--- src/rtl/booth_r4_mult.sv ---
// Sequential radix-4 (modified) Booth multiplier: signed or unsigned WIDTH x WIDTH operands,
// exact 2*WIDTH product, two multiplier bits retired per cycle under a start/busy/done handshake.
module booth_r4_mult #(
    parameter int unsigned WIDTH = 8
) (
    input  logic                 clk,
    input  logic                 reset,
    input  logic                 start,
    input  logic                 signed_mode,
    input  logic [WIDTH-1:0]     a,
    input  logic [WIDTH-1:0]     b,
    output logic                 busy,
    output logic                 done,
    output logic [2*WIDTH-1:0]   product
);

    localparam int unsigned ITER = (WIDTH + 2) / 2;
    localparam int unsigned CW   = $clog2(ITER);
    localparam int unsigned HW   = WIDTH + 3;   // upper part: room for +/-2A
    localparam int unsigned LW   = WIDTH + 2;   // lower part: extended multiplier
    localparam int unsigned AW   = HW + LW;

    typedef enum logic {IDLE, RUN} state_t;

    state_t          state, state_nxt;
    logic [WIDTH:0]  mcand;
    logic [AW-1:0]   acc, acc_nxt;
    logic            q_m1;
    logic [CW-1:0]   count;
    logic            last;
    logic [HW-1:0]   pp, sum;

    assign busy = (state == RUN);

    always_ff @(posedge clk) begin
        if (!reset) state <= IDLE;
        else        state <= state_nxt;
    end

    always_comb begin
        state_nxt = state;
        last      = (state == RUN) && (count == CW'(ITER - 1));
        case (state)
            IDLE:    if (start) state_nxt = RUN;
            RUN:     if (last)  state_nxt = IDLE;
            default: state_nxt = IDLE;
        endcase
    end

    // Recode {b[2i+1], b[2i], b[2i-1]}; low two accumulator bits hold the current pair
    always_comb begin
        pp = '0;
        case ({acc[1:0], q_m1})
            3'b001, 3'b010: pp = {{2{mcand[WIDTH]}}, mcand};
            3'b011:         pp = {mcand[WIDTH], mcand, 1'b0};
            3'b100:         pp = -{mcand[WIDTH], mcand, 1'b0};
            3'b101, 3'b110: pp = -{{2{mcand[WIDTH]}}, mcand};
            default:        pp = '0;
        endcase
        sum     = acc[AW-1:LW] + pp;
        acc_nxt = {{2{sum[HW-1]}}, sum, acc[LW-1:2]};
    end

    always_ff @(posedge clk) begin
        if (!reset) begin
            mcand   <= '0;
            acc     <= '0;
            q_m1    <= 1'b0;
            count   <= '0;
            done    <= 1'b0;
            product <= '0;
        end else begin
            done <= 1'b0;
            case (state)
                IDLE: begin
                    if (start) begin
                        mcand <= {signed_mode & a[WIDTH-1], a};
                        acc   <= AW'({{2{signed_mode & b[WIDTH-1]}}, b});
                        q_m1  <= 1'b0;
                        count <= '0;
                    end
                end
                RUN: begin
                    acc   <= acc_nxt;
                    q_m1  <= acc[1];
                    count <= count + CW'(1);
                    if (last) begin
                        product <= acc_nxt[2*WIDTH-1:0];
                        done    <= 1'b1;
                    end
                end
                default: ;
            endcase
        end
    end

endmodule

--- config.mk ---
export PLATFORM = sky130hd
export DESIGN_NAME = booth_r4_mult
export DESIGN_NICKNAME = d
export VERILOG_FILES = /design/src/rtl/booth_r4_mult.sv
export SDC_FILE = /design/constraint.sdc
export NUM_CORES = 1
export LEC_CHECK = 0
export BUFFER_PORTS_ARGS = -buffer_cell sky130_fd_sc_hd__buf_4
export CORE_ASPECT_RATIO = 1.25
export CORE_MARGIN = 2
export CORE_UTILIZATION = 34
export DETAILED_ROUTE_END_ITERATION = 10
export GPL_TIMING_DRIVEN = 0
export PLACE_DENSITY = 0.57
export SYNTH_ARGS = -nofsm -noshare
export SYNTH_HDL_FRONTEND = slang
export SYNTH_SLANG_ARGS = --single-unit
--- constraint.sdc ---
create_clock -name clk -period 4.35 [get_ports clk]
set_input_delay 0.6525 -clock clk [delete_from_list [all_inputs] [get_ports clk]]
set_output_delay 0.6525 -clock clk [all_outputs]
set_load 0.05 [all_outputs]
==> results of run 1 <==
## per-stage QoR
stage	total power [uW]	hold slack (ns)	area, um2	std cells
final	1000	0.462	3320	496
after global routing	1050	0.510	3320	496
after CTS	1010	0.469	3320	496
after detailed placement	681	0.448	3210	488
after global placement	680	0.444	3210	488
after floorplan	624	0.444	2820	355
## cells in the final DEF (no fill, tap or decap), types with 7 or more instances in the layout
master / n
dfxtp_1: 50
nor2_1: 46
a21oi_1: 38
nand2_1: 37
buf_4: 36
o21ai_0: 20
a22o_1: 14
clkbuf_1: 13
ha_1: 13
inv_1: 11
nand3_1: 11
mux2i_1: 10
nor3_1: 9
xnor2_1: 8
nor2b_1: 7
## state kept, by name, indices dropped and copies added (netlist names)
| name | flops |
|---|---|
| count | 3 |
| mcand | 9 |
| product | 16 |
| done | 1 |
| busy | 1 |
| q_m1 | 1 |
| acc | 19 |
## cell families after synthesis
group                    Yosys count  synth area share (%)
AND/OR/NAND/NOR                  139                  23.4
AO/OA/AOI/OAI                     99                  22.7
flip-flops                        50                  35.5
buffers and inverters             30                  4.30
adder cells (fa/ha/maj)           14                  6.47
XOR/XNOR                          13                  4.03
multiplexers                      10                  3.55
## critical path, delay by kind of cell (launching register included)
kind / cells / cell delay (ns)
simple gates: 7 / 1.56
compound gates: 3 / 0.70
fa+ha+maj: 2 / 0.64
flops: 1 / 0.36
xor+xnor: 2 / 0.23
buf+inv: 1 / 0.09
## layer usage
layer | routed length (um) | up-vias
met5 | 0 | -
met4 | 198 | 0
met3 | 193 | 12
met2 | 3880 | 50
met1 | 3460 | 1256
li1 | - | 1357
## power groups by stage
stage / sequential [uW] / clock, uW / combinational (uW)
after floorplan: 495 / 0 / 129
after global placement: 497 / 0 / 182
after detailed placement: 498 / 0 / 184
after CTS: 487 / 339 / 185
after global routing: 489 / 356 / 206
final: 487 / 329 / 184
## area by class of cell
class	count	share of cell area [%]
Tap cell	97	3.65
Timing Repair Buffer	36	8.13
Inverter	11	1.24
Multi-Input combinational cell	275	51.1
Buffer	19	2.41
Clock inverter	2	1.13
Sequential cell	50	30.1
Clock buffer	6	2.18
## worst max path at each step
stage,from,endpoint,slack (ns),cells past startpoint
after detailed placement,mcand[1]$_SDFFE_PN0P_,acc[19]$_SDFFE_PN0P_,0.72,15
final,mcand[0]$_SDFFE_PN0P_,acc[19]$_SDFFE_PN0P_,0.72,15
after CTS,mcand[1]$_SDFFE_PN0P_,acc[19]$_SDFFE_PN0P_,0.69,15
after global placement,mcand[1]$_SDFFE_PN0P_,acc[19]$_SDFFE_PN0P_,0.72,15
after global routing,mcand[0]$_SDFFE_PN0P_,acc[19]$_SDFFE_PN0P_,0.38,15
after floorplan,mcand[0]$_SDFFE_PN0P_,acc[19]$_SDFFE_PN0P_,1.17,15
==> results.toml, run 1 <==
[status]
status = "finished, final reports clean"

[sta]
finClkSkew_ns = 0.00593
period_minus_slack_ns = 3.63
fmax_mhz = 275
worstMarginPinSlew_ns = 0.827
report.final.slew_viol_count = 0
setup_violations = 0
rsz0062_at_grt = "false"
timing.final.crit_share_pct = 83.5
slew_headroom_pct = 44.6
finalWorstSetupSlack_ns = 0.718
final_hold_viol_count = 0
fin_setup_tns_ns = 0

[final_layout]
insertedDiodeCount = 0
regArea_um2 = 1000
syn2layout_area_growth_pct = 17.8
drive_gt1_share_pct = 12.8
multiInputGateArea_um2 = 1700
nets = 432
num-fill-cells = 869
final_util_pct = 40.8

[synth]
yosysSeqAreaShare_pct = 35.5
ys_types = 49
synth_area_leaders = "dfxtp_1 35%, a21oi_1 6.7%, nor2_1 6.1%"
ys_ff_latch = 50
synthTopCellsByCount = "50 x dfxtp_1, 46 x nor2_1, 38 x a21oi_1"
synth.most_common_cell = "dfxtp_1"
syn_avg_cell_area_um2 = 7.95
yosys_warnings = 0
synth_area_um2 = 2820
synth_fp_nets = 389
synthFlopType = "dfxtp_1"
synth_edf_count = 0
synth_top_cell_by_area = "dfxtp_1"
yosysTopAreaCellShare_pct = 35.5
synth-async-reset-ratio_pct = 0
syn_inst = 355

[power]
switchingPower_uw = 284
sw_frac_of_total_pct = 28.4
clockPowerShare_pct = 32.9
seqPwrFrac_pct = 48.7
cellPowerDensity_nw_per_um2 = 301
leakagePower_uw = 0.00135
ir_drop_v = 0.000194
p_comb_share_pct = 18.4
p_int_uw = 716

[place]
gp_congestion = 0.925
portBuffers = 36
pre_cts_ws_ns = 0.717
hpwl_um = 6060

[worst_setup_path]
cp-start-kind = "flip-flop"
r2r-start = "mcand[0]$_SDFFE_PN0P_"
worstSetupPathType = "flip-flop to flip-flop"
required_ns = 4.59
reg2regPathDepth = 15
end_kind = "flip-flop"
slowest_delay_ns = 0.44
crit_arrival_ns = 3.88
r2r_end = "acc[19]$_SDFFE_PN0P_"
crit_slowest_cell = "or3b_4"
r2r_slack_ns = 0.72
crit_fanout = 5
worstPathCellList = "inv_1, ha_1, or3b_4, or2_2, o21ai_0, xnor2_1, nand2_1, o311ai_0, ha_1, nor3_1, nor4_1, a221oi_1, xnor2_1, or3_1, nand3_1"

[clocking]
clk_pin_slew_worst_paths_ns = 0.09
postCtsHoldBufs = 0
cts_resized = 0
post-cts-setup-buffers = 0
clk_latency_ns = 0.30
cts_buffers = 5
cts_root_buffer = "clkbuf_8"
cts_tree = "yes"
htreeDepth = 2
cts_max_path_buffers = 2
clkSinkCount = 50

[floorplan]
start_util_pct = 34.6
row_count = 37
fp.dieH_um = 106
core_area_um2 = 8150
io_pins = 38
fp.dieArea_um2 = 9050
die_w_um = 85.5

[min_path]
min-delay-start = "product[13]$_SDFFE_PN0P_"
hold_class = "flip-flop to flip-flop"
hold_depth = 2
hold_end = "product[13]$_SDFFE_PN0P_"

[route]
viasPerCell = 5.39
wl_per_cell_um = 15.6
drc = 0
via_count = 2675
first_pass_iters = 4
antenna_left = 0
drt_iter0_markers = 157
routed_wl_um = 7730

[flow_run]
cap_violations = 0

[global_routing]
grt_pass1_wl_um = 12800
grt_max_degree = 16
grt-ovfl-total = 0
met2_usage_pct = 30.7
grt_pass1_vias = 2565
antenna_found_initial = 0
use_met3_pct = 1.96
grt_usage_pct = 17.5
grt.busiest_layer = "met2"
grt_use_met1_pct = 21.9
No activity file was read; power rests on OpenSTA's default activity.
==> run 2: changes to the inputs <==
--- a/config.mk
+++ b/config.mk
@@ -11,7 +11,7 @@
 export CORE_UTILIZATION = 34
 export DETAILED_ROUTE_END_ITERATION = 10
 export GPL_TIMING_DRIVEN = 0
-export PLACE_DENSITY = 0.57
+export PLACE_DENSITY = 0.59
 export SYNTH_ARGS = -nofsm -noshare
 export SYNTH_HDL_FRONTEND = slang
 export SYNTH_SLANG_ARGS = --single-unit
==> constraint.sdc (replaced) <==
create_clock -name clk -period 3.13 [get_ports clk]
set_input_delay 0.4695 -clock clk [delete_from_list [all_inputs] [get_ports clk]]
set_output_delay 0.4695 -clock clk [all_outputs]
set_load 0.05 [all_outputs]
==> results.toml, run 2 (synthesis results as in run 1) <==
[min_path]
hold_class = "input port to flip-flop"
hold_end = "mcand[1]$_SDFFE_PN0P_"
min-delay-start = "a[1]"
hold_depth = 3

[worst_setup_path]
crit_cells = 15
r2r_end = "acc[17]$_SDFFE_PN0P_"
crit_slowest_cell = "or3b_4"
worst-path-buf-inv = 2
slowest_delay_ns = 0.40
worstSetupPathType = "flip-flop to flip-flop"
crit_fanout = 4
crit_arrival_ns = 3.29
critical_path.top_delay_family = "simple AND/OR/NAND/NOR gates"
cp-start-kind = "flip-flop"
r2r-start = "mcand[0]$_SDFFE_PN0P_"
required_ns = 3.33
reg2regPathDepth = 15
r2r_slack_ns = 0.04
end_kind = "flip-flop"
worstPathCellList = "inv_2, ha_4, or3b_4, or2_4, o21ai_2, xnor2_1, nand2_1, o311ai_2, ha_2, buf_4, a21oi_1, o211ai_1, and2_1, mux2i_1, nand3_1"

[sta]
fmax_mhz = 324
final_hold_viol_count = 0
rsz0062_at_grt = "true"
period_minus_slack_ns = 3.09
timing.final.crit_share_pct = 98.6
finClkSkew_ns = 0.00352
setup_violations = 0
report.final.slew_viol_count = 0
slew_headroom_pct = 46.8
worstMarginPinSlew_ns = 0.794

[global_routing]
grt_usage_pct = 18.3
grt-ovfl-total = 0
grt_pass1_wl_um = 13100
grt_pass1_vias = 2680
grt_max_degree = 16
antenna_found_initial = 0

[power]
p_int_uw = 1030
total_power_uw = 1450
switchingPower_uw = 425
seqPwrFrac_pct = 46.7
sw_frac_of_total_pct = 29.3
cellPowerDensity_nw_per_um2 = 404
leakagePower_uw = 0.00144
p_comb_share_pct = 21.1
ir_drop_v = 0.000395
clockPowerShare_pct = 32.1

[clocking]
cts_max_path_buffers = 2
cts_buffers = 5
clkSinkCount = 50
cts_root_buffer = "clkbuf_8"
htreeDepth = 2
clk_latency_ns = 0.31
clk_pin_slew_worst_paths_ns = 0.09
cts_tree = "yes"

[floorplan]
row_count = 37
core_area_um2 = 8150
die_w_um = 85.5
fp.dieArea_um2 = 9050
start_util_pct = 34.6
fp.dieH_um = 106
io_pins = 38

[final_layout]
regMostFlops = "acc"
insertedDiodeCount = 0
drive_gt1_share_pct = 23.5
reg_top3 = "acc x19, product x16, mcand x9"
largest_reg_flops = 19
fin_area_um2 = 3590
syn2layout_area_growth_pct = 27.3
final_util_pct = 44.1
layout_commonest_cell = "buf_4"
final_cell_mix = "49 x buf_4, 47 x dfxtp_1, 42 x nor2_1"
nets = 445
num-fill-cells = 828

[place]
placement.cell_area_um2 = 3220
hpwl_um = 6050
gp_congestion = 0.867
portBuffers = 36

[route]
first_pass_iters = 4
wl_per_cell_um = 16.2
drt_iter0_markers = 177
routed_wl_um = 8240
via_count = 2784
antenna_left = 0
viasPerCell = 5.47
drc = 0

[flow_run]
cap_violations = 0

[status]
status = "finished, final reports clean"
==> run 2: changes by cell type in the layout (fill, tap and decap cells not counted), moves of 4 or more <==
| cell | before | now |
|---|---|---|
| nor2_2 | 0 | 4 |
| ha_1 | 13 | 9 |
| inv_1 | 11 | 7 |
| nor2_1 | 46 | 42 |
| buf_4 | 36 | 49 |
| o21ai_0 | 20 | 16 |
| nor3_1 | 9 | 5 |
==> run 2: layout make-up <==
class,count,area (um2),share of cell area (%)
clock inverters,2,37.5,1.04
flip-flops and latches,50,1010,28.0
inverters,11,43.8,1.22
clock buffers,6,72.6,2.02
multi-input cells,275,1860,51.8
well taps,97,121,3.38
repair buffers,49,368,10.2
plain buffers,19,81.3,2.26
==> run 2: worst register-to-register path, cell delays in order (launching register included) <==
cell and delay, ns:
dfxtp_2 0.35, inv_2 0.08, ha_4 0.15, or3b_4 0.40, or2_4 0.25, o21ai_2 0.13, xnor2_1 0.13, nand2_1 0.09
o311ai_2 0.09, ha_2 0.35, buf_4 0.15, a21oi_1 0.19, o211ai_1 0.15, and2_1 0.19, mux2i_1 0.19, nand3_1 0.10
==> run 2: worst max-delay path by stage <==
stage	start	to	slack, ns
after floorplan	mcand[0]$_SDFFE_PN0P_	acc[19]$_SDFFE_PN0P_	0.03
after global placement	mcand[1]$_SDFFE_PN0P_	acc[19]$_SDFFE_PN0P_	-0.36
after detailed placement	mcand[1]$_SDFFE_PN0P_	acc[19]$_SDFFE_PN0P_	-0.43
after CTS	mcand[1]$_SDFFE_PN0P_	acc[19]$_SDFFE_PN0P_	-0.04
after global routing	mcand[0]$_SDFFE_PN0P_	acc[19]$_SDFFE_PN0P_	-0.11
final	mcand[0]$_SDFFE_PN0P_	acc[17]$_SDFFE_PN0P_	0.04
==> run 2: power groups by stage <==
stage | Combinational, uW | Sequential, uW | Clock, uW
after floorplan | 180 | 688 | 0
after global placement | 254 | 691 | 0
after detailed placement | 256 | 691 | 0
after CTS | 281 | 677 | 474
after global routing | 338 | 681 | 499
final | 307 | 679 | 466
==> run 2: stage by stage <==
stage                     setup WS, ns  std cells  TNS (ns)  hold slack, ns
final                           0.0425        509         0           0.388
after global placement          -0.360        488    -0.972           0.442
after detailed placement        -0.430        488     -1.15           0.453
after global routing            -0.105        509    -0.368           0.397
after floorplan                 0.0293        355         0           0.444
after CTS                      -0.0370        503   -0.0370           0.385
==> run 2: repair_timing <==
action                                  4_1_cts  5_1_grt
hold buffers                                  0        0
gates cloned                                  0        0
resized for setup                            23       22
pin swaps                                     7       13
endpoints found under the setup margin        5        8
setup buffers                                 7        6
==> run 2: metal layers <==
layer / wire length, um / track usage, %
met3: 251 / 2.90
met2: 4160 / 31.3
met1: 3470 / 21.2
met5: 0 / 0
met4: 359 / 11.0
==> run 3: changes to the inputs <==
--- a/config.mk
+++ b/config.mk
@@ -11,7 +11,7 @@
 export CORE_UTILIZATION = 34
 export DETAILED_ROUTE_END_ITERATION = 10
 export GPL_TIMING_DRIVEN = 0
-export PLACE_DENSITY = 0.59
+export SETUP_SLACK_MARGIN = 0.3
 export SYNTH_ARGS = -nofsm -noshare
 export SYNTH_HDL_FRONTEND = slang
 export SYNTH_SLANG_ARGS = --single-unit
==> results.toml, run 3 (synthesis results as in run 1) <==
[final_layout]
drive_gt1_share_pct = 29.7
num-fill-cells = 803
layout_commonest_cell = "buf_4"
nets = 454
largest_reg_flops = 19
regMostFlops = "acc"
insertedDiodeCount = 0
final_cells = 518
reg_top3 = "acc x19, product x16, mcand x9"
final_util_pct = 47.0
syn2layout_area_growth_pct = 35.7
final_cell_mix = "58 x buf_4, 47 x dfxtp_1, 42 x nor2_1"

[global_routing]
antenna_found_initial = 0
grt-ovfl-total = 0
grt_pass1_wl_um = 13700
grt_max_degree = 17
grt_usage_pct = 18.6
grt_pass1_vias = 2729

[status]
status = "finished, final reports clean"

[route]
viasPerCell = 5.46
via_count = 2826
first_pass_iters = 4
wl_per_cell_um = 16.3
drc = 0
drt_iter0_markers = 134
antenna_left = 0
routed_wl_um = 8420

[floorplan]
fp.dieH_um = 106
fp.dieArea_um2 = 9050
row_count = 37
die_w_um = 85.5
io_pins = 38
core_area_um2 = 8150
start_util_pct = 34.6

[sta]
setup_violations = 0
period_minus_slack_ns = 3.02
final_hold_viol_count = 0
finalWorstSetupSlack_ns = 0.110
slew_headroom_pct = 46.1
fmax_mhz = 331
finClkSkew_ns = 0.0109
report.final.slew_viol_count = 0
timing.final.crit_share_pct = 96.5
rsz0062_at_grt = "true"
worstMarginPinSlew_ns = 0.805

[flow_run]
cap_violations = 0

[place]
pre_cts_ws_ns = -0.164
hpwl_um = 5900
dp_cells = 488
portBuffers = 36
gp_congestion = 0.946

[min_path]
hold_class = "input port to flip-flop"

[clocking]
htreeDepth = 2
cts_root_buffer = "clkbuf_8"
clk_latency_ns = 0.31
clkSinkCount = 50
cts_tree = "yes"
clk_pin_slew_worst_paths_ns = 0.10
postCtsHoldBufs = 0
cts_buffers = 5
cts_max_path_buffers = 2

[worst_setup_path]
cp-start-kind = "flip-flop"
worst-path-buf-inv = 1
slowest_delay_ns = 0.38
critical_path.top_delay_family = "simple AND/OR/NAND/NOR gates"
worstSetupPathType = "flip-flop to flip-flop"
crit_slowest_cell = "dfxtp_4"
end_kind = "flip-flop"
crit_arrival_ns = 3.28
worstPathCellList = "inv_4, ha_4, or3b_4, or2_4, o21ai_2, xnor2_1, nand2_1, o311ai_4, ha_4, nor3_4, nor4_2, a221oi_2, xnor2_1, or3_1, nand3_1"
crit_fanout = 5
required_ns = 3.39

[power]
total_power_uw = 1430
ir_drop_v = 0.000243
leakagePower_uw = 0.00154
cellPowerDensity_nw_per_um2 = 373
run 3: cell types whose count changed in the layout (fill, tap and decap cells not counted), moves of 2 or more:
cell	delta
nor3_2	-3
a21oi_2	+2
o21ai_1	+2
a21oi_1	-4
ha_4	+2
buf_4	+9
nor3_4	+3
o21ai_0	-4
a21oi_4	+2
run 3: layout make-up:
type | instances | area, um2 | area share, %
Multi-Input combinational cell | 275 | 2040 | 53.3
Sequential cell | 50 | 1010 | 26.4
Timing Repair Buffer | 58 | 435 | 11.4
Tap cell | 97 | 121 | 3.17
Buffer | 19 | 85.1 | 2.22
Clock buffer | 6 | 72.6 | 1.89
Inverter | 11 | 46.3 | 1.21
Clock inverter | 2 | 17.5 | 0.457
run 3: tightest hold or removal path, cell delays in order:
cell	delay [ns]
buf_4	0.11
nand2_1	0.04
a21oi_1	0.05
run 3: timing repair:
item | in CTS | in global routing
hold endpoints to repair | 0 | 0
endpoints found under the setup margin | 9 | 9
pin swaps | 26 | 20
resized for setup | 53 | 20
buffers inserted | 20 | 2
run 3: where the power goes:
group | internal, uW | total, uW | switching, uW
logic | 158 | 353 | 194
registers | 656 | 680 | 24.4
clock network | 163 | 395 | 232
run 3: path summary, 6_finish.rpt:
kind / startpoint / slack, ns / endpoint / cells past startpoint
max: mcand[1]$_SDFFE_PN0P_ / 0.11 / acc[19]$_SDFFE_PN0P_ / 15
max reg2reg: mcand[1]$_SDFFE_PN0P_ / 0.11 / acc[19]$_SDFFE_PN0P_ / 15
min: a[1] / 0.40 / mcand[1]$_SDFFE_PN0P_ / 3
min reg2reg: product[14]$_SDFFE_PN0P_ / 0.46 / product[14]$_SDFFE_PN0P_ / 2
run 3: through the flow:
step / instance area, um2 / hold WS (ns) / setup TNS (ns)
3_5_place_dp: 3250 / 0.451 / -0.204
3_3_place_gp: 3250 / 0.443 / -0.151
6_report: 3830 / 0.400 / 0
5_1_grt: 3830 / 0.414 / -0.0421
4_1_cts: 3720 / 0.397 / 0
2_1_floorplan: 2860 / 0.444 / 0
run 3: per-layer routing:
layer / global-route usage, % / wire, um
met2: 34.0 / 4470
met3: 1.96 / 274
met1: 22.8 / 3530
met5: 0 / 0
met4: 5.22 / 154
